## config.mk

```make
export PLATFORM = sky130hd
export DESIGN_NAME = tconv2d_4x4_stride2_layer
export DESIGN_NICKNAME = d
export VERILOG_FILES = /design/src/rtl/tconv2d_4x4_stride2_layer_pkg.sv /design/src/rtl/qmult.sv /design/src/rtl/tconv2d_4x4_stride2_layer_mac4.sv /design/src/rtl/tconv2d_4x4_stride2_layer.sv
export SDC_FILE = /design/constraint.sdc
export NUM_CORES = 2
export LEC_CHECK = 0
export CAP_MARGIN = 40
export CORE_ASPECT_RATIO = 0.5
export CORE_UTILIZATION = 45
export CTS_BUF_LIST = sky130_fd_sc_hd__clkbuf_4 sky130_fd_sc_hd__clkbuf_8
export DETAILED_ROUTE_END_ITERATION = 10
export GPL_ROUTABILITY_DRIVEN = 0
export PLACE_DENSITY = 0.71
export SYNTH_ARGS = -nofsm -noshare
export SYNTH_HDL_FRONTEND = slang
export SYNTH_SLANG_ARGS = --single-unit
```

## constraint.sdc

```tcl
create_clock -name clk -period 40.6 [get_ports clk]
set_clock_uncertainty 0.05 [all_clocks]
set_input_delay 8.12 -clock clk [delete_from_list [all_inputs] [get_ports clk]]
set_output_delay 8.12 -clock clk [all_outputs]
set_load 0.02 [all_outputs]
```

## src/rtl/tconv2d_4x4_stride2_layer_pkg.sv

```systemverilog
// Shared definitions for the 4x4 stride-2 transposed-convolution layer:
// default word width, Q-format fraction bits and FSM state encoding.
package tconv2d_4x4_stride2_layer_pkg;

  localparam int DATA_WIDTH_DEF = 16;
  localparam int FRAC_BITS      = 8;

  typedef enum logic [1:0] {
    ST_FILL  = 2'd0,
    ST_EMIT  = 2'd1,
    ST_FLUSH = 2'd2
  } state_t;

endpackage

```

## src/rtl/qmult.sv

```systemverilog
// Signed fixed-point multiply: full-precision product, arithmetic shift by
// FRAC_BITS, result truncated (wrapped) back to DATA_WIDTH.
module qmult #(
  parameter int DATA_WIDTH = 16,
  parameter int FRAC_BITS  = 8
) (
  input  logic signed [DATA_WIDTH-1:0] a,
  input  logic signed [DATA_WIDTH-1:0] b,
  output logic signed [DATA_WIDTH-1:0] y
);

  logic signed [2*DATA_WIDTH-1:0] prod;

  assign prod = a * b;
  assign y    = prod[FRAC_BITS+DATA_WIDTH-1:FRAC_BITS];

endmodule

```

## src/rtl/tconv2d_4x4_stride2_layer_mac4.sv

```systemverilog
// Combinational 4-tap multiply-accumulate: four qmult products plus bias,
// summed with DATA_WIDTH wrap-around.
module tconv_mac4
  import tconv2d_4x4_stride2_layer_pkg::*;
#(
  parameter int DATA_WIDTH = DATA_WIDTH_DEF
) (
  input  logic signed [DATA_WIDTH-1:0] x    [4],
  input  logic signed [DATA_WIDTH-1:0] w    [4],
  input  logic signed [DATA_WIDTH-1:0] bias,
  output logic signed [DATA_WIDTH-1:0] sum
);

  logic signed [DATA_WIDTH-1:0] prod [4];

  for (genvar i = 0; i < 4; i++) begin : g_mult
    qmult #(
      .DATA_WIDTH(DATA_WIDTH),
      .FRAC_BITS (FRAC_BITS)
    ) u_qmult (
      .a(w[i]),
      .b(x[i]),
      .y(prod[i])
    );
  end

  assign sum = bias + prod[0] + prod[1] + prod[2] + prod[3];

endmodule

```

## src/rtl/tconv2d_4x4_stride2_layer.sv

```systemverilog
// Streaming 4x4 transposed convolution, stride 2, pad 1, with two row buffers.
// Optional ReLU on the output is enabled by defining TCONV_RELU_EN.
module tconv2d_4x4_stride2_layer
  import tconv2d_4x4_stride2_layer_pkg::*;
#(
  parameter int IMG_WIDTH  = 16,
  parameter int DATA_WIDTH = DATA_WIDTH_DEF
) (
  input  logic                         clk,
  input  logic                         rst_n,
  input  logic                         valid_in,
  input  logic signed [DATA_WIDTH-1:0] data_in,
  output logic                         in_ready,
  input  logic signed [DATA_WIDTH-1:0] w0,
  input  logic signed [DATA_WIDTH-1:0] w1,
  input  logic signed [DATA_WIDTH-1:0] w2,
  input  logic signed [DATA_WIDTH-1:0] w3,
  input  logic signed [DATA_WIDTH-1:0] w4,
  input  logic signed [DATA_WIDTH-1:0] w5,
  input  logic signed [DATA_WIDTH-1:0] w6,
  input  logic signed [DATA_WIDTH-1:0] w7,
  input  logic signed [DATA_WIDTH-1:0] w8,
  input  logic signed [DATA_WIDTH-1:0] w9,
  input  logic signed [DATA_WIDTH-1:0] w10,
  input  logic signed [DATA_WIDTH-1:0] w11,
  input  logic signed [DATA_WIDTH-1:0] w12,
  input  logic signed [DATA_WIDTH-1:0] w13,
  input  logic signed [DATA_WIDTH-1:0] w14,
  input  logic signed [DATA_WIDTH-1:0] w15,
  input  logic signed [DATA_WIDTH-1:0] bias,
  output logic                         valid_out,
  output logic signed [DATA_WIDTH-1:0] data_out
);

  localparam int CW = $clog2(2 * IMG_WIDTH);
  localparam int XW = (IMG_WIDTH > 1) ? $clog2(IMG_WIDTH) : 1;

  state_t          state;
  logic [CW-1:0]   col;        // input column in FILL, output column otherwise
  logic [XW-1:0]   row;        // input row just completed
  logic            odd_row;    // 1: emitting output row 2r-1, 0: row 2r
  logic            first_row;
  logic            cur_sel;    // physical buffer currently acting as "cur"

  logic signed [DATA_WIDTH-1:0] buf0 [IMG_WIDTH];
  logic signed [DATA_WIDTH-1:0] buf1 [IMG_WIDTH];
  logic signed [DATA_WIDTH-1:0] w    [16];

  assign w[0]  = w0;
  assign w[1]  = w1;
  assign w[2]  = w2;
  assign w[3]  = w3;
  assign w[4]  = w4;
  assign w[5]  = w5;
  assign w[6]  = w6;
  assign w[7]  = w7;
  assign w[8]  = w8;
  assign w[9]  = w9;
  assign w[10] = w10;
  assign w[11] = w11;
  assign w[12] = w12;
  assign w[13] = w13;
  assign w[14] = w14;
  assign w[15] = w15;

  // Tap selection. Even output index 2n draws from inputs n-1 (kernel 3) and
  // n (kernel 1); odd index 2n+1 draws from n (kernel 2) and n+1 (kernel 0).
  // The top row is always prev, the bottom row is cur (zero while flushing).
  logic            odd_col;
  logic [XW-1:0]   n;
  logic            left_ok, right_ok, top_ok, bot_ok;
  logic [XW-1:0]   left_idx, right_idx;
  logic [1:0]      ky_t, ky_b, kx_l, kx_r;
  logic signed [DATA_WIDTH-1:0] prev_l, prev_r, cur_l, cur_r;
  logic signed [DATA_WIDTH-1:0] tap_x [4];
  logic signed [DATA_WIDTH-1:0] tap_w [4];
  logic signed [DATA_WIDTH-1:0] sum;
  logic signed [DATA_WIDTH-1:0] result;

  // NOTE: every always_comb output gets a value on every path, so no latches.
  always_comb begin
    odd_col   = col[0];
    n         = XW'(col >> 1);
    left_ok   = odd_col || (n != '0);
    right_ok  = !odd_col || (n != XW'(IMG_WIDTH - 1));
    left_idx  = '0;
    right_idx = '0;
    if (left_ok)  left_idx  = odd_col ? n : n - 1'b1;
    if (right_ok) right_idx = odd_col ? n + 1'b1 : n;
    top_ok    = !first_row;
    bot_ok    = (state != ST_FLUSH);

    ky_t = odd_row ? 2'd2 : 2'd3;
    ky_b = odd_row ? 2'd0 : 2'd1;
    kx_l = odd_col ? 2'd2 : 2'd3;
    kx_r = odd_col ? 2'd0 : 2'd1;

    prev_l = cur_sel ? buf0[left_idx]  : buf1[left_idx];
    prev_r = cur_sel ? buf0[right_idx] : buf1[right_idx];
    cur_l  = cur_sel ? buf1[left_idx]  : buf0[left_idx];
    cur_r  = cur_sel ? buf1[right_idx] : buf0[right_idx];

    tap_x[0] = (top_ok && left_ok)  ? prev_l : '0;
    tap_x[1] = (top_ok && right_ok) ? prev_r : '0;
    tap_x[2] = (bot_ok && left_ok)  ? cur_l  : '0;
    tap_x[3] = (bot_ok && right_ok) ? cur_r  : '0;

    tap_w[0] = w[{ky_t, kx_l}];
    tap_w[1] = w[{ky_t, kx_r}];
    tap_w[2] = w[{ky_b, kx_l}];
    tap_w[3] = w[{ky_b, kx_r}];
  end

  tconv_mac4 #(
    .DATA_WIDTH(DATA_WIDTH)
  ) u_mac4 (
    .x   (tap_x),
    .w   (tap_w),
    .bias(bias),
    .sum (sum)
  );

`ifdef TCONV_RELU_EN
  assign result = sum[DATA_WIDTH-1] ? '0 : sum;
`else
  assign result = sum;
`endif

  // NOTE: row buffers carry no reset; first_row and the tap masks keep stale
  // contents from ever reaching the output.
  always_ff @(posedge clk) begin
    if (state == ST_FILL && valid_in && in_ready) begin
      if (cur_sel) buf1[XW'(col)] <= data_in;
      else         buf0[XW'(col)] <= data_in;
    end
  end

  // NOTE: all state and registered outputs use non-blocking assignments.
  always_ff @(posedge clk or negedge rst_n) begin
    if (!rst_n) begin
      state     <= ST_FILL;
      in_ready  <= 1'b0;
      valid_out <= 1'b0;
      data_out  <= '0;
      col       <= '0;
      row       <= '0;
      odd_row   <= 1'b0;
      first_row <= 1'b1;
      cur_sel   <= 1'b0;
    end else begin
      valid_out <= 1'b0;
      case (state)
        ST_FILL: begin
          in_ready <= 1'b1;
          if (valid_in && in_ready) begin
            if (col == CW'(IMG_WIDTH - 1)) begin
              col      <= '0;
              in_ready <= 1'b0;
              odd_row  <= !first_row;  // input row 0 yields only output row 0
              state    <= ST_EMIT;
            end else begin
              col <= col + 1'b1;
            end
          end
        end

        ST_EMIT, ST_FLUSH: begin
          valid_out <= 1'b1;
          data_out  <= result;
          if (col == CW'(2 * IMG_WIDTH - 1)) begin
            col <= '0;
            if (state == ST_EMIT && odd_row) begin
              odd_row <= 1'b0;
            end else if (state == ST_EMIT) begin
              cur_sel   <= ~cur_sel;
              first_row <= 1'b0;
              if (row == XW'(IMG_WIDTH - 1)) begin
                row     <= '0;
                odd_row <= 1'b1;
                state   <= ST_FLUSH;
              end else begin
                row      <= row + 1'b1;
                in_ready <= 1'b1;
                state    <= ST_FILL;
              end
            end else begin
              first_row <= 1'b1;
              in_ready  <= 1'b1;
              state     <= ST_FILL;
            end
          end else begin
            col <= col + 1'b1;
          end
        end

        default: begin
          in_ready <= 1'b0;
          state    <= ST_FILL;
        end
      endcase
    end
  end

endmodule

```

# Word level (Yosys, flattened, before mapping)
# Memories as Yosys holds them, arrays and structs flattened.
# Index checks and enable logic that the tools add are counted.
[totals]
memories = 2
word_cells = 131
reg_bits = 32
ramBits = 512
[mem_list]
columns = ["name", "words", "width", "read_ports", "rd_ports_with_merged_regs", "wr", "line", "text"]
rows = [
  ["buf0", 16, 16, 2, 0, 1, "tconv2d_4x4_stride2_layer.sv:45", "logic signed [DATA_WIDTH-1:0] buf0 [IMG_WIDTH];"],
  ["buf1", 16, 16, 2, 0, 1, "tconv2d_4x4_stride2_layer.sv:46", "logic signed [DATA_WIDTH-1:0] buf1 [IMG_WIDTH];"],
]
[classes]
mux = 62
addsub = 8
magnitude_cmp = 4
n_reduce_logical = 22
eq_ne = 14
n_bitwise = 6
mul = 4
[op_table]
columns = ["op", "n"]
rows = [
  ["binary-select mux 16 bit (select 4 bit)", 4],
  ["two-way mux 16 bit", 16],
  ["multiplier 16 x 16 -> 24 bit", 4],
  ["adder 16 bit", 4],
  ["two-way mux 1 bit", 24],
  [">= comparator 5 bit, second input constant", 4],
  ["two-way mux 4 bit", 5],
  ["two-way mux 5 bit", 3],
  ["two-way mux 2 bit", 6],
  ["inverter 3 -> 5 bit", 2],
  ["inverter 4 -> 5 bit", 2],
  ["one-hot mux 5 bit (2 select lines)", 1],
  ["!= test 3 bit, second input constant", 3],
  ["adder 4 x 1 -> 4 bit, second input constant", 2],
  ["logical AND 1 bit", 8],
  ["AND reduction 4 bit", 2],
  ["!= test 2 bit, second input constant", 3],
  ["AND reduction 3 bit", 2],
  ["AND reduction 6 bit", 1],
  ["adder 5 x 1 -> 5 bit, second input constant", 1],
  ["== test 5 x 4 -> 1 bit, second input constant", 1],
  ["== test 5 bit, second input constant", 1],
  ["== test 4 bit, second input constant", 1],
  ["!= test 2 x 1 -> 1 bit, second input constant", 2],
  ["other kinds (14)", 18],
]

# Depth between registers and ports, before layout
# An unclocked memory read counts as a cell.
[logic_depth]
depth_word = 11
depth_mapped = 66
ltp_nobuf = 57

# Cells and area by module
# From an unflattened synthesis, not the netlist that was laid out.
[unflattened]
hier_cells = 6140
hier_area_um2 = 60164.0
[modules_own_cells]
columns = ["mod", "cells_each", "seq_area_each_um2", "instances", "area_each_um2"]
rows = [
  ["tconv2d_4x4_stride2_layer", 2516, 16176.8, 1, 28511.1],
  ["qmult (u_mac4.g_mult[0].u_qmult)", 848, 0.0, 1, 7437.1],
  ["qmult (u_mac4.g_mult[2].u_qmult)", 835, 0.0, 1, 7402.1],
  ["qmult (u_mac4.g_mult[1].u_qmult)", 844, 0.0, 1, 7387.1],
  ["qmult (u_mac4.g_mult[3].u_qmult)", 838, 0.0, 1, 7368.3],
  ["tconv_mac4", 259, 0.0, 1, 2058.2],
]

# Least setup slack after synthesis
# No wires, ideal clock.
[synth_path]
path_kind = "in2reg"
startpoint = "input w0[10]"
endpoint = "register data_out[15]"
n_path_buf = 1
arrival_time_ps = 18697
stages = 44
setup_slack_ps = 21760
setup_time_ps = 94
path_cell_list = "mux4_2 -> inv_1 -> clkbuf_1 -> nor2_1 -> fa_1 -> inv_1 -> fa_1 -> inv_1 -> fa_1 -> inv_1 -> fa_1 -> fa_1 -> fa_1 -> inv_1 -> ha_1 -> or3_1 -> a31oi_1 -> o211ai_1 -> [8 not listed] -> fa_1 -> inv_1 -> fa_1 -> xor2_1 -> xnor2_1 -> xnor2_1 -> xnor2_1 -> xnor2_1 -> xnor2_1 -> xnor2_1 -> xnor3_1 -> xnor3_1 -> xnor3_2 -> xnor2_4 -> xor2_1 -> a21oi_1 -> o21ai_0 -> a221oi_2"
[synth_between]
elab_chain_cells = 8
word_cells_on_any_way = 20
cone_classes = "add/sub (4); mul (4); mux (12)"
[synth_lines]
columns = ["element", "line", "text"]
rows = [
  ["start, declared", "tconv2d_4x4_stride2_layer.sv:14", "input logic signed [DATA_WIDTH-1:0] w0,"],
  ["binary-select mux 16 bit (select 4 bit)", "tconv2d_4x4_stride2_layer.sv:108", "tap_w[0] = w[{ky_t, kx_l}];"],
  ["two-way mux 16 bit (not written as such) (2 in a row)", "tconv2d_4x4_stride2_layer.sv:108", ""],
  ["multiplier 16 x 16 -> 24 bit", "qmult.sv:14", "assign prod = a * b;"],
  ["adder 16 bit (3 in a row)", "tconv2d_4x4_stride2_layer_mac4.sv:27", "assign sum = bias + prod[0] + prod[1] + prod[2] + prod[3];"],
  ["adder 16 bit *", "tconv2d_4x4_stride2_layer_mac4.sv:27", ""],
  ["end signal, assigned", "tconv2d_4x4_stride2_layer.sv:169", "data_out <= result;"],
  ["end, declared", "tconv2d_4x4_stride2_layer.sv:32", "output logic signed [DATA_WIDTH-1:0] data_out"],
]
# Mark *: on every way between the ends. The rest lies on a longest branch, timed or not. The select of a mux whose other input is x is not followed.
# A chain may end at the register's enable or synchronous reset.

# Final worst setup path
[layout_path]
startpoint = "input w13[11]"
endpoint = "register data_out[15]"
[layout_between]
elab_chain_cells = 8
word_cells_on_any_way = 20
cone_classes = "add/sub (4); mul (4); mux (12)"
[layout_lines]
columns = ["element", "line", "text"]
rows = [
  ["start, declared", "tconv2d_4x4_stride2_layer.sv:27", "input logic signed [DATA_WIDTH-1:0] w13,"],
  ["binary-select mux 16 bit (select 4 bit)", "tconv2d_4x4_stride2_layer.sv:108", ""],
  ["two-way mux 16 bit (not written as such) (2 in a row)", "tconv2d_4x4_stride2_layer.sv:108", ""],
  ["multiplier 16 x 16 -> 24 bit", "qmult.sv:14", ""],
  ["adder 16 bit (3 in a row)", "tconv2d_4x4_stride2_layer_mac4.sv:27", ""],
  ["adder 16 bit *", "tconv2d_4x4_stride2_layer_mac4.sv:27", ""],
]
# Marks and branches as above.

==> impl_metrics.yaml <==
timing:
  slew_headroom: 0.244
  grt_setup_unrepaired: "false"
  finalHoldViolations: 0
  setup_viol: 0
  timing_worst_slew_pin_value_ns: 1.13
  finalWorstPathRequiredPeriod_ns: 19.28
  slew_violations: 0
  max_clock_freq_mhz: 51.9
  part_of_the_cycle_the_worst_path_needs: 0.475
  accumulated_negative_setup_slack_ns: 0
critical_path:
  worstPathMaxFanout: 7
  worst_setup_path_start_kind: "input port"
  crit_path_top_delay_cell: "mux4_2"
  crit_path_frequent_cell: "fa_1"
  cp.arrival_ns: 19.84
  cpPeakStageDelay_ns: 0.61
  worst_setup_path_end_kind: "register"
  setup.worst_path.class: "input port to register"
  timing.critical_path.required_ns: 41.16
synthesis:
  synth_edf_count: 512
  netlist_area_sq_mm: 0.0602
  ys_seq_area_frac: 0.269
  dominantRegCellSynth: "edfxtp_1"
  synth.top_cell.area_share: 0.262
  post_synth_num_cell_types: 111
  post-synth-top-count-cell: "inv_1"
  synthesis.area_per_instance_sq_um: 10.5
  postSynth.asyncResetShare: 0.0588
  netlist_top_cells_count: "inv_1 (960), fa_1 (788), nand2_1 (699)"
  postSynthCellCount: 5739
  netlist_top_cells_area: "fa_1 (26%), edfxtp_1 (26%), ha_1 (6.5%), inv_1 (6.0%), mux4_2 (4.6%)"
  yosys_register_bits: 544
  ys.warnings.count: 0
  synth_top_cell_by_area: "fa_1"
  synth_fp_nets: 7129
status:
  status: "finished with violations"
  failed_checks: "DRC"
global_route:
  via_count_of_the_first_global_routing_pass: 48600
  grt_start_max_net_pins: 76
  antenna_found_initial: 10
  globalRouteTotalUtil: 0.314
  total_congestion_overflow_after_global_routing: 0
  wire_length_of_the_first_global_routing_pass_microns: 312000
drt:
  drc: 30
  drt-total-wl_microns: 212000
  avgViaCountPerCell: 6.08
  ant_nets: 0
  drt_pass1_iterations: 11
  initialDrtViolationCount: 6362
  wl_per_cell_microns: 26.9
  dr_total_vias: 47900
clock_tree:
  cts_resized: 0
  htree_levels: 3
  clk_root_buffer_cell: "clkbuf_8"
  cts.path.max_buffers: 3
  postCtsSetupRepairBufs: 0
  tritoncts: "done"
  holdBufCountCts: 0
  insertion_delay_ns: 0.71
  cts.sink_count: 544
  clock_pin_slew_worst_setup_and_hold_paths_ns: 0.06
  number_of_buffers_created_by_cts: 87
floorplanning:
  dieHeight_microns: 261
  floorplan.rows: 94
  core_outline_area_sq_mm: 0.132
  fp.dieArea_sq_mm: 0.135
  io_pins: 309
  start_util: 0.456
  die_x_microns: 519
min_path:
  hold_path_class: "register to register"
placed_design:
  hpwl_microns: 159000
  io_buffers: 308
layout:
  final_layout_size_suffix_gt1_frac: 0.0995
  fill_cells: 11600
  finalNetCount: 7427
  flow.area_growth_from_synthesis_pct: 12.6
flow_run:
  max_cap_violations: 0
layout by cell type (no fill, tap or decap), drive strengths merged, types with 149 or more instances in the layout:
master | netlist | layout
mux2i | 183 | 183
ha | 311 | 311
fa | 788 | 788
clkdlybuf4s50 | 0 | 307
nor2 | 405 | 405
edfxtp | 512 | 512
buf | 124 | 177
inv | 961 | 966
nand2 | 700 | 700
nor3 | 149 | 149
worst paths after layout:
check | startpoint | to | slack, ns | depth (start not counted)
max | w13[11] | data_out[15]$_DFFE_PN0N_ | 21.32 | 46
min | row[3]$_DFFE_PN0P_ | row[3]$_DFFE_PN0P_ | 0.44 | 1
max reg2reg | col[0]$_DFFE_PN0P_ | data_out[15]$_DFFE_PN0N_ | 24.32 | 53
min reg2reg | row[3]$_DFFE_PN0P_ | row[3]$_DFFE_PN0P_ | 0.44 | 1
max in group asynchronous | rst_n | first_row$_DFFE_PN1P_ | 32.88 | 2
min in group asynchronous | rst_n | valid_out$_DFF_PN0_ | 7.17 | 1
cells by family after synthesis:
kind of cell / count (synthesis) / share of synthesized area
adders and majority gates: 1099 / 0.327
DFF: 544 / 0.269
xor gates and xnor gates: 150 / 0.0243
buffers and inverters: 1241 / 0.0841
and+or+nand+nor: 1645 / 0.123
AOI/OAI and AO/OA: 685 / 0.0825
muxes: 375 / 0.0906
final cells by class:
cell class,instances,area (sq um),share of cell area
inverters,965,3620,0.0535
well taps,1776,2220,0.0328
clock inverters,32,220,0.00325
repair buffers,485,4860,0.0718
multi-input cells,3954,39200,0.578
diodes,5,12.5,0.000185
flip-flops and latches,544,16200,0.239
clock buffers,118,1440,0.0213
flip-flops by register name (all words and copies together) (netlist names):
name and flops:
col 5, in_ready 1, first_row 1, state 2, odd_row 1, valid_out 1, buf1 256, cur_sel 1
buf0 256, data_out 16, row 4
critical path, delay by kind of cell:
kind                     cells  cell delay [ns]
adder cells (fa/ha/maj)      9             4.23
AO/OA/AOI/OAI               10             2.16
multiplexers                 1             0.61
buffers and inverters        7             1.06
XOR/XNOR                    13             2.71
AND/OR/NAND/NOR              6             0.94
stage by stage:
step	hold slack (ns)	setup slack, ns	cells	cell area [sq um]	util
final	0.445	21.32	7879	67800	0.513
after global routing	0.454	20.69	7878	67800	0.513
after CTS	0.441	21.43	7873	67800	0.513
after detailed placement	0.434	20.73	7723	66100	0.500
after global placement	0.419	20.77	7659	65200	0.493
after floorplan	0.393	21.76	5739	60200	-
per-layer routing:
layer / wire length (microns) / vias to the layer above / part of all wire / global-route usage
li1: - / 19800 / - / -
met1: 77200 / 23800 / 0.36 / 0.403
met2: 88500 / 3528 / 0.42 / 0.462
met3: 32600 / 721 / 0.15 / 0.113
met4: 13800 / 8 / 0.065 / 0.179
met5: 47 / - / 0.00022 / 0
Power is left out: the tool's default activity adds up to more than one toggle a clock period on the data nets, which glitch-free logic cannot reach.
